File: src/rtl/debug_capture_pkg.sv
// Shared types for the debug capture FIFO: capture modes, FSM states and
// the raw-mode decoder used at arm/reset time.
package debug_capture_pkg;

    typedef enum logic [1:0] {
        MODE_STOP = 2'd0,
        MODE_RING = 2'd1,
        MODE_TRIG = 2'd2
    } mode_e;

    typedef enum logic [1:0] {
        ST_ARMED   = 2'd0,
        ST_RUN     = 2'd1,
        ST_STOPPED = 2'd2
    } state_e;

    // Encoding 3 is reserved and behaves as stop-when-full.
    function automatic mode_e decode_mode(input logic [1:0] raw);
        case (raw)
            2'd1:    return MODE_RING;
            2'd2:    return MODE_TRIG;
            default: return MODE_STOP;
        endcase
    endfunction

endpackage

File: src/rtl/capture_edge_sync.sv
// Brings the asynchronous capture strobe into i_clk and emits a registered
// one-cycle pulse per rising edge.
module capture_edge_sync (
    input  logic i_clk,
    input  logic i_rst_n,
    input  logic i_async,
    output logic o_pulse
);

    logic r_sync1;
    logic r_sync2;
    logic r_prev;
    logic r_pulse;

    always_ff @(posedge i_clk or negedge i_rst_n) begin
        if (!i_rst_n) begin
            r_sync1 <= 1'b0;
            r_sync2 <= 1'b0;
            r_prev  <= 1'b0;
            r_pulse <= 1'b0;
        end else begin
            r_sync1 <= i_async;
            r_sync2 <= r_sync1;
            r_prev  <= r_sync2;
            r_pulse <= r_sync2 & ~r_prev;
        end
    end

    assign o_pulse = r_pulse;

endmodule

File: src/rtl/debug_capture_fifo.sv
// Debug instruction trace buffer: samples i_data on each synchronised capture
// strobe into a DEPTH-entry FIFO under stop, ring or trigger capture modes.
module debug_capture_fifo
    import debug_capture_pkg::*;
#(
    parameter int DATA_W = 8,
    parameter int DEPTH  = 16,
    parameter int CNT_W  = $clog2(DEPTH) + 1
) (
    input  logic              i_clk,
    input  logic              i_rst_n,
    input  logic [DATA_W-1:0] i_data,
    input  logic              i_capture,
    input  logic [1:0]        i_mode,
    input  logic [DATA_W-1:0] i_trig_value,
    input  logic              i_arm,
    input  logic              i_rd_en,
    output logic [DATA_W-1:0] o_rd_data,
    output logic              o_rd_valid,
    output logic [DATA_W-1:0] o_last,
    output logic [CNT_W-1:0]  o_count,
    output logic              o_empty,
    output logic              o_full,
    output logic              o_overflow,
    output logic              o_triggered
);

    localparam int                PTR_W    = $clog2(DEPTH);
    localparam logic [CNT_W-1:0]  FULL_CNT = CNT_W'(DEPTH);

    mode_e              r_mode;
    state_e             r_state;
    state_e             w_state_next;
    logic               r_started;
    logic [PTR_W-1:0]   r_wr_ptr;
    logic [PTR_W-1:0]   r_rd_ptr;
    logic [CNT_W-1:0]   r_count;
    logic [DATA_W-1:0]  r_mem [DEPTH];
    logic [DATA_W-1:0]  r_rd_data;
    logic [DATA_W-1:0]  r_last;
    logic               r_rd_valid;
    logic               r_overflow;
    logic               r_triggered;

    logic               w_cap;
    logic               w_arm_now;
    logic               w_full;
    logic               w_pop;
    logic               w_push;
    logic               w_set_trig;
    logic               w_drop;
    logic               w_overwrite;
    logic               w_write;
    logic [CNT_W-1:0]   w_count_next;

    capture_edge_sync u_capture_sync (
        .i_clk   (i_clk),
        .i_rst_n (i_rst_n),
        .i_async (i_capture),
        .o_pulse (w_cap)
    );

    // First clock after reset release behaves like an arm: mode gets latched.
    assign w_arm_now   = !r_started || i_arm;
    assign w_full      = (r_count == FULL_CNT);
    assign w_pop       = !w_arm_now && i_rd_en && (r_count != '0);
    assign w_drop      = w_push && w_full && !w_pop && (r_mode != MODE_RING);
    assign w_overwrite = w_push && w_full && !w_pop && (r_mode == MODE_RING);
    assign w_write     = w_push && !w_drop;

    always_comb begin
        w_count_next = r_count;
        if (w_write && !w_overwrite) w_count_next = w_count_next + CNT_W'(1);
        if (w_pop)                   w_count_next = w_count_next - CNT_W'(1);
    end

    always_ff @(posedge i_clk or negedge i_rst_n) begin
        if (!i_rst_n) r_state <= ST_RUN;
        else          r_state <= w_state_next;
    end

    always_comb begin
        w_state_next = r_state;
        if (w_arm_now) begin
            w_state_next = (decode_mode(i_mode) == MODE_TRIG) ? ST_ARMED : ST_RUN;
        end else begin
            case (r_state)
                ST_ARMED: if (w_set_trig) w_state_next = ST_RUN;
                ST_RUN:   if (r_mode == MODE_TRIG && w_write && w_count_next == FULL_CNT)
                              w_state_next = ST_STOPPED;
                default:  w_state_next = r_state;
            endcase
        end
    end

    always_comb begin
        w_push     = 1'b0;
        w_set_trig = 1'b0;
        if (!w_arm_now) begin
            case (r_state)
                ST_ARMED: begin
                    w_push     = w_cap && (i_data == i_trig_value);
                    w_set_trig = w_push;
                end
                ST_RUN:   w_push = w_cap;
                default:  w_push = 1'b0;
            endcase
        end
    end

    // Storage carries no reset so it can map onto block or distributed RAM.
    always_ff @(posedge i_clk) begin
        if (w_write) r_mem[r_wr_ptr] <= i_data;
    end

    always_ff @(posedge i_clk or negedge i_rst_n) begin
        if (!i_rst_n) begin
            r_mode      <= MODE_STOP;
            r_started   <= 1'b0;
            r_wr_ptr    <= '0;
            r_rd_ptr    <= '0;
            r_count     <= '0;
            r_rd_data   <= '0;
            r_last      <= '0;
            r_rd_valid  <= 1'b0;
            r_overflow  <= 1'b0;
            r_triggered <= 1'b0;
        end else begin
            r_rd_valid <= w_pop;
            if (w_pop) r_rd_data <= r_mem[r_rd_ptr];
            if (w_arm_now) begin
                r_mode      <= decode_mode(i_mode);
                r_started   <= 1'b1;
                r_wr_ptr    <= '0;
                r_rd_ptr    <= '0;
                r_count     <= '0;
                r_overflow  <= 1'b0;
                r_triggered <= 1'b0;
            end else begin
                if (w_write) begin
                    r_wr_ptr <= r_wr_ptr + PTR_W'(1);
                    r_last   <= i_data;
                end
                // A ring overwrite discards the oldest entry along with the read.
                if (w_pop || w_overwrite) r_rd_ptr <= r_rd_ptr + PTR_W'(1);
                r_count <= w_count_next;
                if (w_drop || w_overwrite) r_overflow  <= 1'b1;
                if (w_set_trig)            r_triggered <= 1'b1;
            end
        end
    end

    assign o_rd_data   = r_rd_data;
    assign o_rd_valid  = r_rd_valid;
    assign o_last      = r_last;
    assign o_count     = r_count;
    assign o_empty     = (r_count == '0);
    assign o_full      = w_full;
    assign o_overflow  = r_overflow;
    assign o_triggered = r_triggered;

endmodule
File: config.mk
export PLATFORM = sky130hd
export DESIGN_NAME = debug_capture_fifo
export DESIGN_NICKNAME = d
export VERILOG_FILES = /design/src/rtl/debug_capture_pkg.sv /design/src/rtl/capture_edge_sync.sv /design/src/rtl/debug_capture_fifo.sv
export SDC_FILE = /design/constraint.sdc
export NUM_CORES = 1
export LEC_CHECK = 0
export ABC_CLOCK_PERIOD_IN_PS = 3230
export BUFFER_PORTS_ARGS = -buffer_cell sky130_fd_sc_hd__buf_2
export CORE_MARGIN = 5
export CORE_UTILIZATION = 24
export DETAILED_ROUTE_END_ITERATION = 7
export SKIP_CTS_REPAIR_TIMING = 1
export SYNTH_ARGS = -nofsm -noshare
export SYNTH_HDL_FRONTEND = slang
export SYNTH_SLANG_ARGS = --single-unit
File: constraint.sdc
create_clock -name i_clk -period 3.23 [get_ports i_clk]
set_clock_uncertainty 0.1 [all_clocks]
set_input_delay 0.1615 -clock i_clk [delete_from_list [all_inputs] [get_ports i_clk]]
set_output_delay 0.1615 -clock i_clk [all_outputs]
set_load 0.02 [all_outputs]
==> results of run 1 <==
## logic make-up (layout without fill, tap and decap cells)
family                     Yosys count  after routing  synth area share
DFF                                169            169             0.697
and+or+nand+nor                    106            106            0.0872
muxes                               53             53             0.149
buffers and inverters               23            119            0.0131
AOI/OAI and AO/OA                   17             17            0.0186
xor gates and xnor gates            16             16            0.0201
adders and majority gates            8              8            0.0143
other                                1              1          0.000537
## layout by cell type, fill, tap and decap left out, types with 3 or more instances in the layout
cell and count:
a21oi_1 4, and2_1 18, buf_2 48, buf_4 24
clkbuf_1 4, clkbuf_16 17, dfrtp_1 38, dlygate4sd3_1 8
edfxtp_1 128, ha_1 8, inv_1 7, mux2_1 6
mux2_2 3, mux2i_1 3, mux4_2 40, nand2_1 42
nand2b_1 3, nand3_1 3, nor2_1 13, nor2b_1 3
o21ai_1 3, o31ai_1 3, xnor2_1 3, xor2_1 12
## per-layer routing
| layer | vias up | share of wire | track usage | wire, um |
|---|---|---|---|---|
| met5 | - | 0 | 0 | 0 |
| met4 | 0 | 0.022 | 0.0393 | 317 |
| met3 | 26 | 0.023 | 0.0168 | 329 |
| met2 | 75 | 0.50 | 0.147 | 7340 |
| met1 | 1889 | 0.45 | 0.118 | 6590 |
| li1 | 1679 | - | - | - |
## worst max-delay path, delay by kind of cell (launching register included)
kind | cells | cell delay (ns)
and+or+nand+nor | 5 | 1.22
DFF | 1 | 0.47
adders and majority gates | 2 | 0.36
AOI/OAI and AO/OA | 2 | 0.30
xor gates and xnor gates | 1 | 0.27
muxes | 1 | 0.22
buffers and inverters | 1 | 0.09
## final cells by class
class	count	area [sq um]
clock buffer	23	468
sequential	169	4870
fill	2851	20200
tap	384	480
timing repair buffer	80	500
inverter	7	26.3
clock inverter	9	70.1
multi-input combinational	201	2040
## registers in the layout, summed over array words and instances, names as in the netlist
| name | flops |
|---|---|
| u_capture_sync.o_pulse | 1 |
| r_wr_ptr | 4 |
| o_overflow | 1 |
| o_count | 5 |
| u_capture_sync.r_prev | 1 |
| r_state | 2 |
| r_started | 1 |
| o_rd_valid | 1 |
| r_rd_ptr | 4 |
| o_last | 8 |
| o_triggered | 1 |
| u_capture_sync.r_sync1 | 1 |
| r_mode | 2 |
| r_mem | 128 |
| o_rd_data | 8 |
| u_capture_sync.r_sync2 | 1 |
## power by group through the flow
| stage | clock network (mW) | registers, mW | logic, mW |
|---|---|---|---|
| after floorplan | 0 | 2.49 | 0.0710 |
| after global placement | 0 | 2.45 | 0.234 |
| after detailed placement | 0 | 2.45 | 0.240 |
| after CTS | 1.89 | 2.40 | 0.241 |
| after global routing | 1.97 | 2.41 | 0.268 |
| final | 1.84 | 2.40 | 0.245 |
## final timing paths
kind	endpoint
worst min-delay path	r_mem[10][4]
min in group asynchronous	o_rd_valid
worst max-delay path	r_state[1]
worst max register to register	r_state[1]
worst min register to register	u_capture_sync.r_sync2
max in group asynchronous	r_rd_ptr[0]
## cell usage after synthesis (4+ instances only)
cell	number	area, sq um
a21oi_1	4	20.0
and2_1	18	113
buf_2	4	20.0
clkbuf_1	10	37.5
dfrtp_1	40	1000
edfxtp_1	128	3840
ha_1	8	100
inv_1	7	26.3
mux2_1	6	67.6
mux2i_1	4	40.0
mux4_2	40	901
nand2_1	42	158
nor2_1	14	52.6
xnor2_1	4	35.0
xor2_1	12	105
## stage by stage
| step | utilization | hold slack [ns] | total power [mW] | setup TNS (ns) |
|---|---|---|---|---|
| after floorplan | - | -0.234 | 2.56 | 0 |
| after global placement | 0.271 | 0.170 | 2.68 | 0 |
| after detailed placement | 0.271 | 0.171 | 2.69 | 0 |
| after CTS | 0.290 | -0.276 | 4.53 | 0 |
| after global routing | 0.295 | 0.0442 | 4.65 | -0.0201 |
| final | 0.295 | 0.0415 | 4.49 | 0 |
==> summary.txt, run 1 <==
Global-route wire length before repair: 22.6 mm
Clk slew on worst S/H paths: 0.06 ns
Logic pwr share: 0.054
Cells after DPL: 827
CTS buffer count: 17
Clk network pwr share: 0.410
Worst-Margin Slew: 1.00 ns
Maximum fanout along the worst path: 6
Die Wd: 181 um
Fin. Hold Viols: 0
IO Port Bufs: 48
Crit path from: o_count[1]
CP Cell Sequence: inv_1 > ha_1 > nand2_1 > nor4_4 > nor2_2 > mux2i_2 > ha_1 > nand2_1 > or4_1 > o31ai_1 > xor2_1 > a41o_1
R2R setup slack: 0.13 ns
Hold Path Class: input port to flop
Max Slew Vio Count: 0
Layout area overhead: 21.1%
Status: complete, no violations
Peak VDD IR: 0.496 mV
Slew headroom: 0.333
Sequential area share after synthesis: 0.697
Max Cap Viol: 0
Required time worst endpoint: 3.49 ns
Die Area: 32600 sq um
Syn Inst Count: 393
CP endpoint kind: flop
Final GP Congestion: 0.810
Hold Crit Depth: 1
Design Area, Final: 8460 sq um
Vias in the first global route: 3799
Total grt overflow: 0
Number of synthesized flops with an enable pin: 128
Final Critical Period: 3.10 ns
Final WS setup: 0.132 ns
DR iter-0 viols: 249
Synthesized Nets: 424
Worst path slowest cell: dfrtp_1
LEAKAGE: 2.98 nW
DR vias/cell: 4.20
P_sw: 0.988 mW
Switching share of power: 0.220
Via Count: 3669
Starting Density: 0.243
DP Wirelength: 10.0 mm
Post-place setup slack: 0.143 ns
CTS Sinks: 169
Crit Path Class: flop to flop
Final WL: 14.6 mm
Synth Warn #: 0
R2r startpoint: o_count[1]
F_max: 0.323 GHz
Synth Cell Area: 6990 sq um
Synth cell types: 45
Ratio of cells with drive above 1 in the final layout: 0.323
Initial antenna violation count: 0
# DRC: 0
Final Setup Violations: 0
Pint: 3.50 mW
Site Rows: 62
Clock Tree Root: clkbuf_16
TritonCTS clock tree: yes
CP startpoint kind: flop
Layout Cells excl Fill: 873
Clk_lat worst skew: 0.43 ns
Crit path DAT: 3.36 ns
Crit-path max cell delay: 0.47 ns
Async SR Flop Fraction: 0.243
Crit share post-route: 0.959
Hold wc startpoint: i_data[4]
Register-to-Register Path Depth: 12
Mean post-synth cell area: 17.8 sq um
Die height: 181 um
Largest net degree at the start of global routing: 42
Main flop type after synthesis: edfxtp_1
Post-synthesis register bit count: 169
Pwr/cell area: 531 nW/um^2
Pre-antenna DRT Iters: 4
H-tree depth: 4
Total Routing Usage GR: 0.0902
Sequential cell fraction of total power: 0.535
Core Box Area: 28700 sq um
Maximum root-to-sink buffer count: 2
ANT cells: 0
Nets: 507
Io pins: 49
DR WL/cell: 16.7 um
Antenna viol nets, final: 0
DP Area: 7780 sq um
Note: power is estimated with default switching activity, not from simulation.
==> inputs of run 2 (changes only) <==
--- a/config.mk
+++ b/config.mk
@@ -5,11 +5,12 @@
 export SDC_FILE = /design/constraint.sdc
 export NUM_CORES = 1
 export LEC_CHECK = 0
-export ABC_CLOCK_PERIOD_IN_PS = 3230
+export ABC_CLOCK_PERIOD_IN_PS = 3150
 export BUFFER_PORTS_ARGS = -buffer_cell sky130_fd_sc_hd__buf_2
 export CORE_MARGIN = 5
 export CORE_UTILIZATION = 24
 export DETAILED_ROUTE_END_ITERATION = 7
+export RECOVER_POWER = 25
 export SKIP_CTS_REPAIR_TIMING = 1
 export SYNTH_ARGS = -nofsm -noshare
 export SYNTH_HDL_FRONTEND = slang
==> constraint.sdc (replaced) <==
create_clock -name i_clk -period 3.15 [get_ports i_clk]
set_clock_uncertainty 0.1 [all_clocks]
set_input_delay 0.1575 -clock i_clk [delete_from_list [all_inputs] [get_ports i_clk]]
set_output_delay 0.1575 -clock i_clk [all_outputs]
set_load 0.02 [all_outputs]
==> run 2 against run 1 <==
  * Clock power up 11%
  * First-iteration DRC count up 24%
  * Global-route usage up 0.45 points
  * Worst hold slack worse by 0.0022 ns
  * Core utilization down 0.061 points
  * Sequential power up 3%
  * Largest power group unchanged
==> summary.txt, run 2 (synthesized netlist as in run 1, its figures left out) <==
Clk slew on worst S/H paths: 0.06 ns
Nets: 502
Initial antenna violation count: 0
Total Routing Usage GR: 0.0947
Die Wd: 181 um
Die height: 181 um
H-tree depth: 4
CTS buffer count: 17
Site Rows: 62
Commonest non-fill, non-tap cell in the layout: edfxtp_1
LEAKAGE: 2.93 nW
Pre-antenna DRT Iters: 4
Sequential cell fraction of total power: 0.519
Pwr/cell area: 563 nW/um^2
Vias in the first global route: 4010
DR vias/cell: 4.23
Required time worst endpoint: 3.41 ns
Switching share of power: 0.220
Crit Path Class: flop to flop
Crit path DAT: 3.28 ns
Maximum fanout along the worst path: 3
Core Box Area: 28700 sq um
Top routing layer in use: met4
Commonest non-fill, non-tap cells in the layout: edfxtp_1, buf_2, nand2_1, mux4_2, dfrtp_1
Ratio of cells with drive above 1 in the final layout: 0.300
DR WL/cell: 17.6 um
Maximum root-to-sink buffer count: 2
Total grt overflow: 0
Logic pwr share: 0.051
Hold Path Class: input port to flop
TritonCTS clock tree: yes
Post-place setup slack: 0.0134 ns
Final WL: 15.3 mm
P_sw: 1.04 mW
Max Slew Vio Count: 0
Max Cap Viol: 0
Fin. Hold Viols: 0
Io pins: 49
Slew headroom: 0.346
Layout area overhead: 20.8%
Met3 WL: 560 um
DR iter-0 viols: 310
Die Area: 32600 sq um
Final Setup Violations: 0
# DRC: 0
CP endpoint kind: flop
Clock Tree Root: clkbuf_16
Clk network pwr share: 0.429
Antenna viol nets, final: 0
Metal-1 WL: 6.59 mm
Final GP Congestion: 0.835
Crit share post-route: 0.961
Pint: 3.71 mW
Global-route wire length before repair: 23.7 mm
Final core occ: 0.294
DP Wirelength: 10.6 mm
Peak VDD IR: 0.428 mV
Via Count: 3672
Largest reg by FF count: r_mem
CTS Sinks: 169
Clk_lat worst skew: 0.42 ns
Max reg flops: 128
Final WS setup: 0.123 ns
Final Critical Period: 3.03 ns
Met2 Routed Length: 7.94 mm
Largest net degree at the start of global routing: 42
Worst-Margin Slew: 0.980 ns
CP startpoint kind: flop
F_max: 0.330 GHz
Status: complete, no violations
ANT cells: 0
IO Port Bufs: 48
Starting Density: 0.243
-- run 2: cell types whose count changed in the layout (fill, tap and decap cells not counted), sizes merged --
cell,delta
inv,+1
buf,-15
dlygate4sd3,-2
bufinv,+2
clkinv,-1
clkinvlp,+1
clkbuf,+9
-- run 2: path summary, 6_finish.rpt --
check	slack (ns)	start	end	depth (start not counted)
max	0.12	r_state[1]	r_state[1]	11
min	0.04	i_data[4]	r_mem[15][4]	1
max reg2reg	0.12	r_state[1]	r_state[1]	11
min reg2reg	0.25	u_capture_sync.r_sync1	u_capture_sync.r_sync2	0
max in group asynchronous	1.94	i_rst_n	r_rd_ptr[0]	2
min in group asynchronous	0.33	i_rst_n	o_rd_data[2]	2
-- run 2: area by class of cell --
type / instances / area [sq um]
clock buffer: 20 / 437
clock inverter: 12 / 139
timing repair buffer: 75 / 440
fill: 2872 / 20300
multi-input combinational: 201 / 2050
tap: 384 / 480
sequential: 169 / 4870
inverter: 7 / 26.3
-- run 2: stage by stage --
step / total power, mW / area [sq um] / cells / setup TNS, ns / hold WS, ns
after global routing: 4.90 / 8440 / 868 / -0.0103 / 0.0435
after global placement: 2.75 / 7800 / 828 / 0 / 0.167
final: 4.75 / 8440 / 868 / 0 / 0.0394
after detailed placement: 2.76 / 7800 / 828 / 0 / 0.168
after floorplan: 2.63 / 6990 / 393 / 0 / -0.238
after CTS: 4.80 / 8380 / 860 / 0 / -0.281
-- run 2: worst max-delay path, cell delays in order, from the launching register on --
cell	delay [ns]
dfrtp_1	0.42
nor4b_4	0.34
and3_4	0.25
o21ai_1	0.10
nor2_2	0.19
mux2i_1	0.28
ha_2	0.23
nand2_2	0.07
or4_4	0.42
o31ai_2	0.08
xor2_1	0.28
a41o_1	0.20
-- run 2: power by group through the flow --
stage          Combinational [mW]  Sequential, mW  Clock (mW)
6_report                    0.244            2.47        2.04
5_1_grt                     0.267            2.47        2.16
4_1_cts                     0.248            2.47        2.09
3_5_place_dp                0.246            2.51           0
3_3_place_gp                0.240            2.51           0
2_1_floorplan              0.0728            2.56           0
-- run 2: layer usage --
| metal | global-route usage | vias to the layer above |
|---|---|---|
| li1 | - | 1668 |
| met1 | 0.119 | 1895 |
| met2 | 0.163 | 96 |
| met3 | 0.0190 | 13 |
| met4 | 0.0327 | 0 |
| met5 | 0 | - |
